===== config.mk =====
export PLATFORM = sky130hd
export DESIGN_NAME = maze_bram_arbiter
export DESIGN_NICKNAME = d
export VERILOG_FILES = /design/src/rtl/maze_bram_arbiter.sv
export SDC_FILE = /design/constraint.sdc
export NUM_CORES = 1
export LEC_CHECK = 0
export ABC_AREA = 0
export CORE_ASPECT_RATIO = 0.7
export CORE_MARGIN = 5
export CORE_UTILIZATION = 34
export CTS_BUF_LIST = sky130_fd_sc_hd__clkbuf_2
export DETAILED_ROUTE_END_ITERATION = 10
export GPL_ROUTABILITY_DRIVEN = 0
export GPL_TIMING_DRIVEN = 0
export MAX_ROUTING_LAYER = met4
export PLACE_DENSITY = 0.82
export SLEW_MARGIN = 15
export SYNTH_ARGS = -nofsm -noshare
export SYNTH_HDL_FRONTEND = slang
export SYNTH_SLANG_ARGS = --single-unit

===== constraint.sdc =====
create_clock -name clk -period 1.85 [get_ports clk]
set_input_delay 0.37 -clock clk [delete_from_list [all_inputs] [get_ports clk]]
set_output_delay 0.37 -clock clk [all_outputs]
set_load 0.1 [all_outputs]

===== src/rtl/maze_bram_arbiter.sv =====
// Arbitrates a single-port maze BRAM between the maze generator (writes) and
// two readers (collision checker, display renderer), with a generation lock.
module maze_bram_arbiter #(
  parameter int ADDR_W = 8,
  parameter int DATA_W = 9
) (
  input  logic              clk,
  input  logic              reset,
  input  logic              gen_start,
  input  logic              gen_done,
  input  logic              gen_we,
  input  logic [ADDR_W-1:0] gen_addr,
  input  logic [DATA_W-1:0] gen_data,
  input  logic              col_req,
  input  logic [ADDR_W-1:0] col_addr,
  input  logic              disp_req,
  input  logic [ADDR_W-1:0] disp_addr,
  output logic              col_grant,
  output logic              disp_grant,
  output logic              col_rvalid,
  output logic              disp_rvalid,
  output logic [DATA_W-1:0] col_rdata,
  output logic [DATA_W-1:0] disp_rdata,
  output logic [ADDR_W-1:0] bram_addr,
  output logic              bram_we,
  output logic [DATA_W-1:0] bram_din,
  input  logic [DATA_W-1:0] bram_dout,
  output logic              locked,
  output logic              maze_valid
);

  typedef enum logic {READY, LOCKED} state_e;
  typedef enum logic {OWN_COL, OWN_DISP} owner_e;

  state_e              state_q, state_d;
  logic                maze_valid_q, maze_valid_d;
  owner_e              rr_last_q, rr_last_d;
  logic [2:1]          vld_pipe_q, vld_pipe_d;
  owner_e              own_pipe_q [2:1];
  owner_e              own_pipe_d [2:1];
  logic [DATA_W-1:0]   col_rdata_q, col_rdata_d;
  logic [DATA_W-1:0]   disp_rdata_q, disp_rdata_d;

  // Lock FSM: a start always wins over a coincident done.
  always_comb begin
    state_d      = state_q;
    maze_valid_d = maze_valid_q;
    if (gen_start) begin
      state_d      = LOCKED;
      maze_valid_d = 1'b0;
    end else if (state_q == LOCKED && gen_done) begin
      state_d      = READY;
      maze_valid_d = 1'b1;
    end
  end

  // Port mux: writes first, then round-robin readers while unlocked.
  always_comb begin
    col_grant  = 1'b0;
    disp_grant = 1'b0;
    bram_we    = 1'b0;
    bram_addr  = '0;
    bram_din   = '0;
    rr_last_d  = rr_last_q;
    if (gen_we) begin
      bram_we   = 1'b1;
      bram_addr = gen_addr;
      bram_din  = gen_data;
    end else if (state_q == READY) begin
      if (col_req && (!disp_req || rr_last_q == OWN_DISP)) begin
        col_grant = 1'b1;
        bram_addr = col_addr;
        rr_last_d = OWN_COL;
      end else if (disp_req) begin
        disp_grant = 1'b1;
        bram_addr  = disp_addr;
        rr_last_d  = OWN_DISP;
      end
    end
  end

  // Stage 1 marks the cycle bram_dout is valid; stage 2 is the rvalid cycle.
  always_comb begin
    vld_pipe_d[1] = col_grant | disp_grant;
    own_pipe_d[1] = disp_grant ? OWN_DISP : OWN_COL;
    vld_pipe_d[2] = vld_pipe_q[1];
    own_pipe_d[2] = own_pipe_q[1];
    col_rdata_d   = col_rdata_q;
    disp_rdata_d  = disp_rdata_q;
    if (vld_pipe_q[1]) begin
      if (own_pipe_q[1] == OWN_DISP) disp_rdata_d = bram_dout;
      else                           col_rdata_d  = bram_dout;
    end
  end

  always_ff @(posedge clk or posedge reset) begin
    if (reset) begin
      state_q       <= READY;
      maze_valid_q  <= 1'b0;
      rr_last_q     <= OWN_DISP;
      vld_pipe_q    <= '0;
      own_pipe_q[1] <= OWN_COL;
      own_pipe_q[2] <= OWN_COL;
      col_rdata_q   <= '0;
      disp_rdata_q  <= '0;
    end else begin
      state_q       <= state_d;
      maze_valid_q  <= maze_valid_d;
      rr_last_q     <= rr_last_d;
      vld_pipe_q    <= vld_pipe_d;
      own_pipe_q[1] <= own_pipe_d[1];
      own_pipe_q[2] <= own_pipe_d[2];
      col_rdata_q   <= col_rdata_d;
      disp_rdata_q  <= disp_rdata_d;
    end
  end

  assign col_rvalid  = vld_pipe_q[2] && (own_pipe_q[2] == OWN_COL);
  assign disp_rvalid = vld_pipe_q[2] && (own_pipe_q[2] == OWN_DISP);
  assign col_rdata   = col_rdata_q;
  assign disp_rdata  = disp_rdata_q;
  assign locked      = (state_q == LOCKED);
  assign maze_valid  = maze_valid_q;

endmodule


-- Yosys cells after proc, flatten, opt, wreduce, memory -nomap -nowiden
Index checks and enable logic that the tools add are counted.
- output and inout port bits: 42
- input port bits: 49
- logic and storage cells: 44
- flip-flop bits (word level): 25
- mux-type cells: 20
- reduce and logical (&&, ||, !) cells: 11
- bitwise gates (word level): 5
- operator list (cell ; count):
    $mux W8 ; 4
    $mux W1 ; 15
    $mux W9 ; 1
    $logic_and A1 B1 Y1 ; 4
    $not A1 Y1 ; 4
    $reduce_and A2 Y1 ; 2
    $reduce_bool A2 Y1 ; 2
    $reduce_and A3 Y1 ; 1
    $logic_not A1 Y1 ; 1
    $logic_or A1 B1 Y1 ; 1
    $or A1 B1 Y1 ; 1

-- Logic depth before layout (Yosys ltp)
- word-level depth: 7
- depth in mapped cells: 4
- mapped depth without buffers: 3

-- Worst setup path after synthesis
Ideal clock, no wire load.
- path type: register -> output
- start: register state_q, in the netlist locked
- end: output port bram_addr[0]
- required time: 1.480 ns
- slack: -1.078 ns
- stages on the path, launching flop included: 5
- data arrival time: 2.558 ns
- buffers on the path: 1
- cells stage by stage: dfrtp_1 > nor2_2 > and3_1 > buf_2 > a221o_1
- longest elaborated chain between the ends: 2
- RTL lines (what ; line ; source):
    start, declared ; 35 ; state_e state_q, state_d;
    start signal, assigned ; 107 ; state_q <= state_d;
    $mux W8 ; 69 ; end else if (state_q == READY) begin
    $mux W8 ; 65 ; if (gen_we) begin
    end, declared ; 24 ; output logic [ADDR_W-1:0] bram_addr,
No other way between the ends.

-- Worst setup path in the final report
- start: register rr_last_q
- end: output port bram_addr[2]
- longest elaborated chain between the ends: 5
- RTL lines (what ; line ; source):
    start, declared ; 37 ; owner_e rr_last_q, rr_last_d;
    start signal, assigned ; 109 ; rr_last_q <= rr_last_d;
    $logic_or A1 B1 Y1 ; 70 ; if (col_req && (!disp_req || rr_last_q == OWN_DISP)) begin
    $logic_and A1 B1 Y1 ; 70 ;
    $mux W8 ; 70 ;
    $mux W8 ; 69 ;
    $mux W8 ; 65 ;
No other way between the ends.

==> results.yml <==
finish:
  fill_cells: 211
  drive_above_1_share_pct: 48.65
  area_growth_pct: 106.5
  fin_util_pct: 74.17
  mostFrequentLayoutCells: "46 x clkdlybuf4s50_1, 23 x clkdlybuf4s15_2, 23 x dfrtp_1, 17 x mux2_2, 13 x and2_1"
  final_nets: 235
  n_antenna_cell: 0
  final_common_cell: "clkdlybuf4s50_1"
sta:
  hold_ws_ps: 431.3
  fin_crit_sh_pct: 118.9
  hold_viol_final: 0
  max_freq_mhz: 454.4
  tightest_slew_ps: 909.1
  skew_ps: 25.19
  rsz0062_at_grt: "true"
  fin_ws_ps: -350.5
  finalSetupViolations: 10
  maxSlewViolCount: 0
  slew_headroom_pct: 39.33
  min_period_ps: 2201
  setup_tns_ps: -2933
run_status:
  violations: "setup timing"
  status: "finished with violations"
critical_path:
  crit_path_end_kind: "primary output"
  crit_required_ps: 1480
  setup.worst_path.class: "register to primary output"
  reg2reg_depth: 2
  cp_max_fo: 5
  critical_path.max_stage_delay_ps: 620
  cp-start-kind: "register"
  crit_arrival_ps: 1830
  slowest_stage: "dfstp_2"
  crit_path_cell_trace: "nand2_2, and3_4, a221o_4, buf_12"
drt:
  drt_wl_total_um: 3960
  first_pass_iters: 4
  via_count: 1064
  drc: 0
  wl_per_cell_um: 17.07
  dr.first_iter.drc_count: 32
  drtAntennaViolNets: 0
  via_per_inst: 4.586
cts:
  cts_tree: "done"
  cts_buffers: 3
  cts_num_sinks: 25
  clk_pin_slew_ps: 250
  cts_buffer_depth: 2
  ctsHoldBuffers: 0
  root_buffer: "clkbuf_2"
  cts_max_level: 1
  clk_latency_ps: 350
logic_synthesis:
  ys_seq_area_share_pct: 54.34
  syn_nets: 139
  syn-mean-instance-area_um2: 12.82
  ys_ff_latch: 25
  synthFlopType: "dfrtp_1"
  synth-edff-count: 0
  yosys_warnings: 0
  netlist_instances: 90
  netlist_area_mm2: 0.001154
  ys_async_sr_fraction_pct: 100.0
  synth.lib_cells_used.distinct: 22
floorplan:
  dieHeight_um: 58.74
  die_area_mm2: 0.004676
  io_pins: 91
  core_mm2: 0.003212
  start_util_pct: 35.92
  die_w_um: 79.62
  rows: 17
power:
  cellLeakagePower_nw: 1.011
  ir_drop_mv: 0.7839
  total_power_mw: 2.375
  power_density_mw_per_mm2: 997.0
global_routing:
  grt_pass1_wl_um: 5989
  first_global_vias: 1178
  grt-ovfl-total: 0
  antenna_found_initial: 0
  grt_use_total_pct: 17.14
  grt_start_max_net_pins: 26
placement:
  io_buffers: 90
  dp.final_hpwl_um: 3087
worst_hold_path:
  whs_path_depth: 0
  holdCritPathClass: "register to register"
flow_run:
  maxCapViolCount: 0
-- logic make-up after synthesis --
family                 after synthesis  synth area share (%)
DFF                                 25                 54.34
and+or+nand+nor                     27                 14.53
muxes                               18                 17.57
AOI/OAI and AO/OA                   13                 9.654
buffers and inverters                7                 3.905
-- state kept, by name, indices dropped and copies added, names as in the netlist --
register    cells
col_rdata       9
disp_rdata      9
vld_pipe_q      2
locked          1
maze_valid      1
own_pipe_d      1
own_pipe_q      1
rr_last_q       1
-- worst max-delay path, delay by kind of cell (launching register included) --
family / cells / cell delay, ps
AO/OA/AOI/OAI: 1 / 410
AND/OR/NAND/NOR: 2 / 270
buffers and inverters: 1 / 170
flip-flops: 1 / 620
-- power breakdown --
group | total, mW | internal, mW | switching (mW)
Combinational | 1.45 | 0.406 | 1.04
Clock | 0.215 | 0.0502 | 0.165
Sequential | 0.709 | 0.652 | 0.0572
-- metrics by stage --
| stage | worst slack, ps | cells | cell area, um2 |
|---|---|---|---|
| global route | -452.3 | 232 | 2382 |
| detailed placement | -1396 | 227 | 2243 |
| CTS | -375.5 | 230 | 2361 |
| floorplan | -132.8 | 90 | 1284 |
| finish | -350.5 | 232 | 2382 |
| global placement | -1374 | 227 | 2243 |
-- worst paths after layout --
kind                                 end  slack, ps           from
max                         bram_addr[2]       -350      rr_last_q
min                        own_pipe_q[1]        430  own_pipe_d[1]
max in group asynchronous         locked        710          reset
min reg2reg                own_pipe_q[1]        430  own_pipe_d[1]
max reg2reg                disp_rdata[7]        570  vld_pipe_q[1]
min in group asynchronous  disp_rdata[1]        460          reset
-- synthesized netlist by cell type (2+ instances only) --
cell	n	area share, %
and2_1	13	7.1
and2_2	5	3.3
and3_1	2	1.1
dfrtp_1	24	52
nand2b_1	2	1.1
a221o_1	8	6.9
a21oi_1	2	0.87
inv_1	2	0.65
mux2_2	17	17
buf_2	2	0.87
nand2_1	2	0.65
-- final cells by class --
cell class	instances	area, um2	area share [%]
clock buffer	3	15.01	0.6303
tap	47	58.81	2.468
clock inverter	1	7.507	0.3151
sequential	25	630.6	26.47
multi-input combinational	59	603.1	25.32
timing repair buffer	92	1036	43.49
inverter	2	7.507	0.3151
buffer	3	23.77	0.9979
-- routing by layer --
| metal | share of wire (%) | track usage, % | vias to the layer above | routed length [um] |
|---|---|---|---|---|
| met2 | 57 | 31.63 | 30 | 2263 |
| met5 | 0 | - | - | 0 |
| met4 | 0.91 | 3.186 | 0 | 36 |
| met3 | 3.7 | 4.281 | 4 | 146 |
| li1 | - | - | 510 | - |
| met1 | 38 | 18.95 | 520 | 1514 |
-- repair_timing --
item / CTS / global route
setup endpoints to repair: 42 / 16
resized for setup: 223 / 9
setup buffers: 0 / 2
gates cloned: 1 / 0
pin swaps: 9 / 0
No activity file was read; power rests on OpenSTA's default activity.
